`src/rtl/fetch_queue.sv`:
```
// Instruction fetch front end: holds the PC, issues one outstanding request to instruction
// memory over req/gnt/rvalid and buffers returned {pc, instr} pairs in a small FIFO for decode.
module fetch_queue #(
    parameter int unsigned   N        = 64,
    parameter int unsigned   IW       = 32,
    parameter int unsigned   DEPTH    = 4,
    parameter logic [N-1:0]  RESET_PC = '0
) (
    input  logic          clk,
    input  logic          reset,
    input  logic          PCSrc_F,
    input  logic [N-1:0]  PCBranch_F,
    output logic          imem_req_F,
    output logic [N-1:0]  imem_addr_F,
    input  logic          imem_gnt_F,
    input  logic          imem_rvalid_F,
    input  logic [IW-1:0] imem_rdata_F,
    input  logic          enable,
    output logic          instr_valid_F,
    output logic [IW-1:0] instr_F,
    output logic [N-1:0]  instr_pc_F
);

    localparam int unsigned PTR_W = $clog2(DEPTH);
    localparam int unsigned CNT_W = PTR_W + 1;

    typedef enum logic [1:0] {
        IDLE = 2'd0,
        WAIT = 2'd1,
        DROP = 2'd2
    } state_e;

    typedef struct packed {
        logic [N-1:0]  pc;
        logic [IW-1:0] instr;
    } entry_t;

    state_e             state_q, state_d;
    logic [N-1:0]       pc_q, pc_d;
    logic [N-1:0]       req_pc_q, req_pc_d;
    logic [PTR_W-1:0]   wr_ptr_q, wr_ptr_d;
    logic [PTR_W-1:0]   rd_ptr_q, rd_ptr_d;
    logic [CNT_W-1:0]   count_q, count_d;
    entry_t             mem_q [DEPTH];

    logic               fire;
    logic               push;
    logic               pop;

    // A redirect suppresses the request in the same cycle so the new target is fetched next cycle.
    assign imem_req_F  = reset && (state_q == IDLE) && (count_q < CNT_W'(DEPTH)) && !PCSrc_F;
    assign imem_addr_F = pc_q;

    assign fire = imem_req_F && imem_gnt_F;
    assign push = (state_q == WAIT) && imem_rvalid_F && !PCSrc_F;
    assign pop  = enable && (count_q != '0) && !PCSrc_F;

    assign instr_valid_F = (count_q != '0);
    assign instr_F       = mem_q[rd_ptr_q].instr;
    assign instr_pc_F    = mem_q[rd_ptr_q].pc;

    // NOTE: every variable gets a default before the case so no path leaves one unassigned (no latches).
    always_comb begin
        state_d  = state_q;
        pc_d     = pc_q;
        req_pc_d = req_pc_q;
        wr_ptr_d = wr_ptr_q;
        rd_ptr_d = rd_ptr_q;
        count_d  = count_q;

        unique case (state_q)
            IDLE: begin
                if (fire) begin
                    state_d = WAIT;
                end
            end
            WAIT: begin
                if (imem_rvalid_F) begin
                    state_d = IDLE;
                end else if (PCSrc_F) begin
                    state_d = DROP;
                end
            end
            DROP: begin
                if (imem_rvalid_F) begin
                    state_d = IDLE;
                end
            end
            default: state_d = IDLE;
        endcase

        if (PCSrc_F) begin
            pc_d     = PCBranch_F;
            wr_ptr_d = '0;
            rd_ptr_d = '0;
            count_d  = '0;
        end else begin
            if (fire) begin
                pc_d     = pc_q + N'(4);
                req_pc_d = pc_q;
            end
            if (push) begin
                wr_ptr_d = wr_ptr_q + PTR_W'(1);
            end
            if (pop) begin
                rd_ptr_d = rd_ptr_q + PTR_W'(1);
            end
            count_d = count_q + CNT_W'(push) - CNT_W'(pop);
        end
    end

    // NOTE: sequential state uses non-blocking assignments so every register samples pre-edge values.
    always_ff @(posedge clk or negedge reset) begin
        if (!reset) begin
            state_q  <= IDLE;
            pc_q     <= RESET_PC;
            req_pc_q <= '0;
            wr_ptr_q <= '0;
            rd_ptr_q <= '0;
            count_q  <= '0;
        end else begin
            state_q  <= state_d;
            pc_q     <= pc_d;
            req_pc_q <= req_pc_d;
            wr_ptr_q <= wr_ptr_d;
            rd_ptr_q <= rd_ptr_d;
            count_q  <= count_d;
        end
    end

    // NOTE: storage is reset so the head outputs read zero out of reset; it is only a few entries.
    always_ff @(posedge clk or negedge reset) begin
        if (!reset) begin
            for (int i = 0; i < int'(DEPTH); i++) begin
                mem_q[i] <= '0;
            end
        end else if (push) begin
            mem_q[wr_ptr_q] <= '{pc: req_pc_q, instr: imem_rdata_F};
        end
    end

endmodule

```
`config.mk`:
```
export PLATFORM = sky130hd
export DESIGN_NAME = fetch_queue
export DESIGN_NICKNAME = d
export VERILOG_FILES = /design/src/rtl/fetch_queue.sv
export SDC_FILE = /design/constraint.sdc
export NUM_CORES = 1
export LEC_CHECK = 0
export CAP_MARGIN = 20
export CORE_MARGIN = 4
export CORE_UTILIZATION = 50
export DETAILED_ROUTE_END_ITERATION = 12
export PLACE_DENSITY_LB_ADDON = 0.15
export SLEW_MARGIN = 20
export SYNTH_ARGS = -nofsm -noshare
export SYNTH_HDL_FRONTEND = slang
export SYNTH_SLANG_ARGS = --single-unit
```
`constraint.sdc`:
```
create_clock -name clk -period 2.7 [get_ports clk]
set_clock_uncertainty 0.1 [all_clocks]
set_input_delay 0.54 -clock clk [delete_from_list [all_inputs] [get_ports clk]]
set_output_delay 0.54 -clock clk [all_outputs]
set_load 0.005 [all_outputs]
```
==> metrics.txt <==
status=finished with violations; violations in the final reports=setup timing; post-layout util=64.4%; final hold slack=roughly 0.11 ns; Flop pwr share=41.7%; fmax=346 MHz; max-cap violations=0; pre-CTS WS=0.0485 ns; Worst-Margin Slew=0.932 ns; P_sw=between 6 and 7 mW; RSZ-0062 raised after global routing=yes; Worst setup EP type=primary output; root buf cell=clkbuf_16; area of placed instances=about 28000 µm²; Mapped Nets=1862; Hold Fails Final Rpt=0; Critical Path RT=2.06 ns; average wire per standard cell=roughly 23 µm; Area Overhead vs Synth=27.7%; Worst-Skew Late Latency=0.60 ns; total number of vias=16300; crit path max fanout=6; Post-route DRC=0; maximum clock path buffer count=3; crit start category=flop; FP Rows=just under 80; Clock power frac=31.6%; CTS tree=yes; Most used DFF post-synth=dfrtp_1; Area contributors post-synth=dfrtp_1, mux2_2, mux4_2; Int Power=17.6 mW; Netlist cell types=56; Syn Inst Count=between 1500 and 2000; minimum clock period after layout=2.89 ns; H-Tree Depth=2; Ys Warns=0; core area=46500 µm²; Die Width=~220 µm; FFs w/ async S/R, synth=100%; gpl congestion=0.839; FF+latch count, synth=521; final wirelength=65100 µm; CTS clock-pin slew for the worst setup and hold paths=0.06 ns; ANT nets after route=0; total track usage=25.9%; Post-Layout Cell Count=2779; fin area=29900 µm²; first-pass GRT wire length=102000 µm; hpwl dp=42600 µm; DIE AREA=50400 µm²; CP arrival=2.25 ns; WS Path Type=flop to primary output; Peak VDD IR=approximately 0.66 mV; endpoints failing setup=76; Design Power=24.6 mW; Clock Sink Count=521; Rel. slew slack=37.8%; Synth area leader=dfrtp_1; Yosys top cell area share=55.7%; CTS Buf Count=54; PnR worst setup slack=-0.190 ns; Via density=5.88; Setup TNS Final=-6.39 ns; Reg2Reg Setup Slack=0.16 ns; Congestion Overflow GR=0; IO buf count=263; Slew Limit Fails=0; layout cells sized above 1=39.4%; syn_area_per_cell=about 13 µm²; Gate power share=between 20% and 30%; Cells after DPL=2627; leak pwr=14.3 nW; fin nets=2237; sequential fraction of the synthesis area=between 50% and 60%; drt pass-1 iters=5; final-layout fill cell count=~3600; number of global-route vias before repair=17300; die height=about 220 µm; DR iter-0 viols=1135; initial core utilization=50.4%; Ports=264; pwr dens=823 nW/µm²; worst min path class=input port to flop; Final Cycle Share=107%; initial antenna violation count=11; synthesized cell area=23400 µm²; Sw Ratio=28.4%; largest net degree at the start of global routing=approximately 150; number of synthesized flops with an enable pin=0
==> cells in the mapped netlist, types with 11 or more instances <==
library cell	count
o21ai_0	34
nor2_1	32
o211ai_1	19
and3_1	12
nor3_1	15
nand4_1	35
mux4_2	96
or4_1	11
clkbuf_1	64
nand3_1	55
mux2_2	389
nand2_1	245
buf_1	41
a21oi_1	17
dfrtp_1	521
a22oi_1	12
inv_1	18
a21o_1	11
nor4_1	18
==> worst max-delay path, cell delays in order, from the launching register on <==
cell and delay, ns:
dfrtp_4 0.52, buf_12 0.15, buf_12 0.14, buf_12 0.13, buf_12 0.13, mux4_2 0.44
buf_6 0.13
==> power by group through the flow <==
stage,sequential [mW],clock [mW],combinational (mW)
floorplan,9.98,0,3.09
global placement,10.3,0,6.16
detailed placement,10.4,0,6.25
CTS,10.3,7.95,6.51
global route,10.5,8.28,7.10
finish,10.3,7.78,6.56
==> worst paths after layout <==
check,startpoint,endpoint,depth (start not counted)
worst max-delay path,rd_ptr_q[0]$_DFFE_PN0P_,instr_pc_F[33],6
worst min-delay path,PCSrc_F,rd_ptr_q[1]$_DFFE_PN0P_,2
worst max register to register,imem_addr_F[3]$_DFFE_PN0P_,imem_addr_F[50]$_DFFE_PN0P_,6
worst min register to register,mem_q[108]$_DFFE_PN0P_,mem_q[108]$_DFFE_PN0P_,1
max in group asynchronous,reset,mem_q[55]$_DFFE_PN0P_,4
min in group asynchronous,reset,imem_addr_F[62]$_DFFE_PN0P_,2
==> repair_timing <==
action / CTS / global route
hold buffers: 1 / 0
setup endpoints to repair: 97 / 95
pin swaps: 1 / 0
cloned: 6 / 0
resized for setup: 422 / 40
setup buffers: 34 / 18
hold endpoints to repair: 8 / 0
==> routing by layer <==
layer,global-route usage (%),part of all wire [%],up-vias
li1,-,-,7209
met1,35.0,41,8459
met2,41.7,48,521
met3,6.47,7.4,138
met4,8.30,3.1,14
met5,0,0.17,-
==> cell usage in the layout (no fill, tap or decap), drive strengths merged, types with 4 or more instances in the layout <==
cell type,Yosys,layout
buf,46,254
inv,18,19
o211ai,19,19
and3,12,12
or4,13,13
clkbuf,64,84
mux2i,7,7
and2,9,9
ha,7,7
o21ai,34,34
dfrtp,521,521
o31ai,5,5
clkinv,0,11
nor4,19,19
a22oi,12,12
clkinvlp,0,5
or3,10,10
mux2,389,389
o311ai,8,8
a21o,11,11
bufinv,0,6
nand4,36,36
o31a,4,4
xnor2,4,4
clkdlybuf4s50,0,164
nand3,56,56
mux4,96,96
nor2,32,32
nor2b,4,4
nand2,245,245
a21oi,17,17
nor3,15,15
==> logic make-up (layout without fill, tap and decap cells) <==
kind of cell / Yosys count / count (layout) / share of synthesized area, %
AO/OA/AOI/OAI: 135 / 135 / 3.97
XOR/XNOR: 7 / 7 / 0.262
adder cells (fa/ha/maj): 8 / 8 / 0.459
buffers and inverters: 128 / 546 / 2.08
flip-flops: 521 / 521 / 55.7
multiplexers: 492 / 492 / 28.2
other: 0 / 2 / 0
AND/OR/NAND/NOR: 461 / 461 / 9.33
==> flip-flops by register name, indices dropped and copies added (netlist names) <==
signal	count
count_q	3
imem_addr_F	64
mem_q	384
rd_ptr_q	2
req_pc_q	64
state_q	2
wr_ptr_q	2
==> layout make-up <==
class                      instances  area, µm²  share of cell area [%]
clock inverter                    23        282                   0.941
sequential                       521      13000                    43.6
clock buffer                      76       1580                    5.27
tap                              607        759                    2.54
antenna                            2       5.00                  0.0167
timing repair buffer             429       4230                    14.1
multi-input combinational       1103       9950                    33.3
inverter                          18       67.6                   0.226
(Power assumes the default switching activity.)
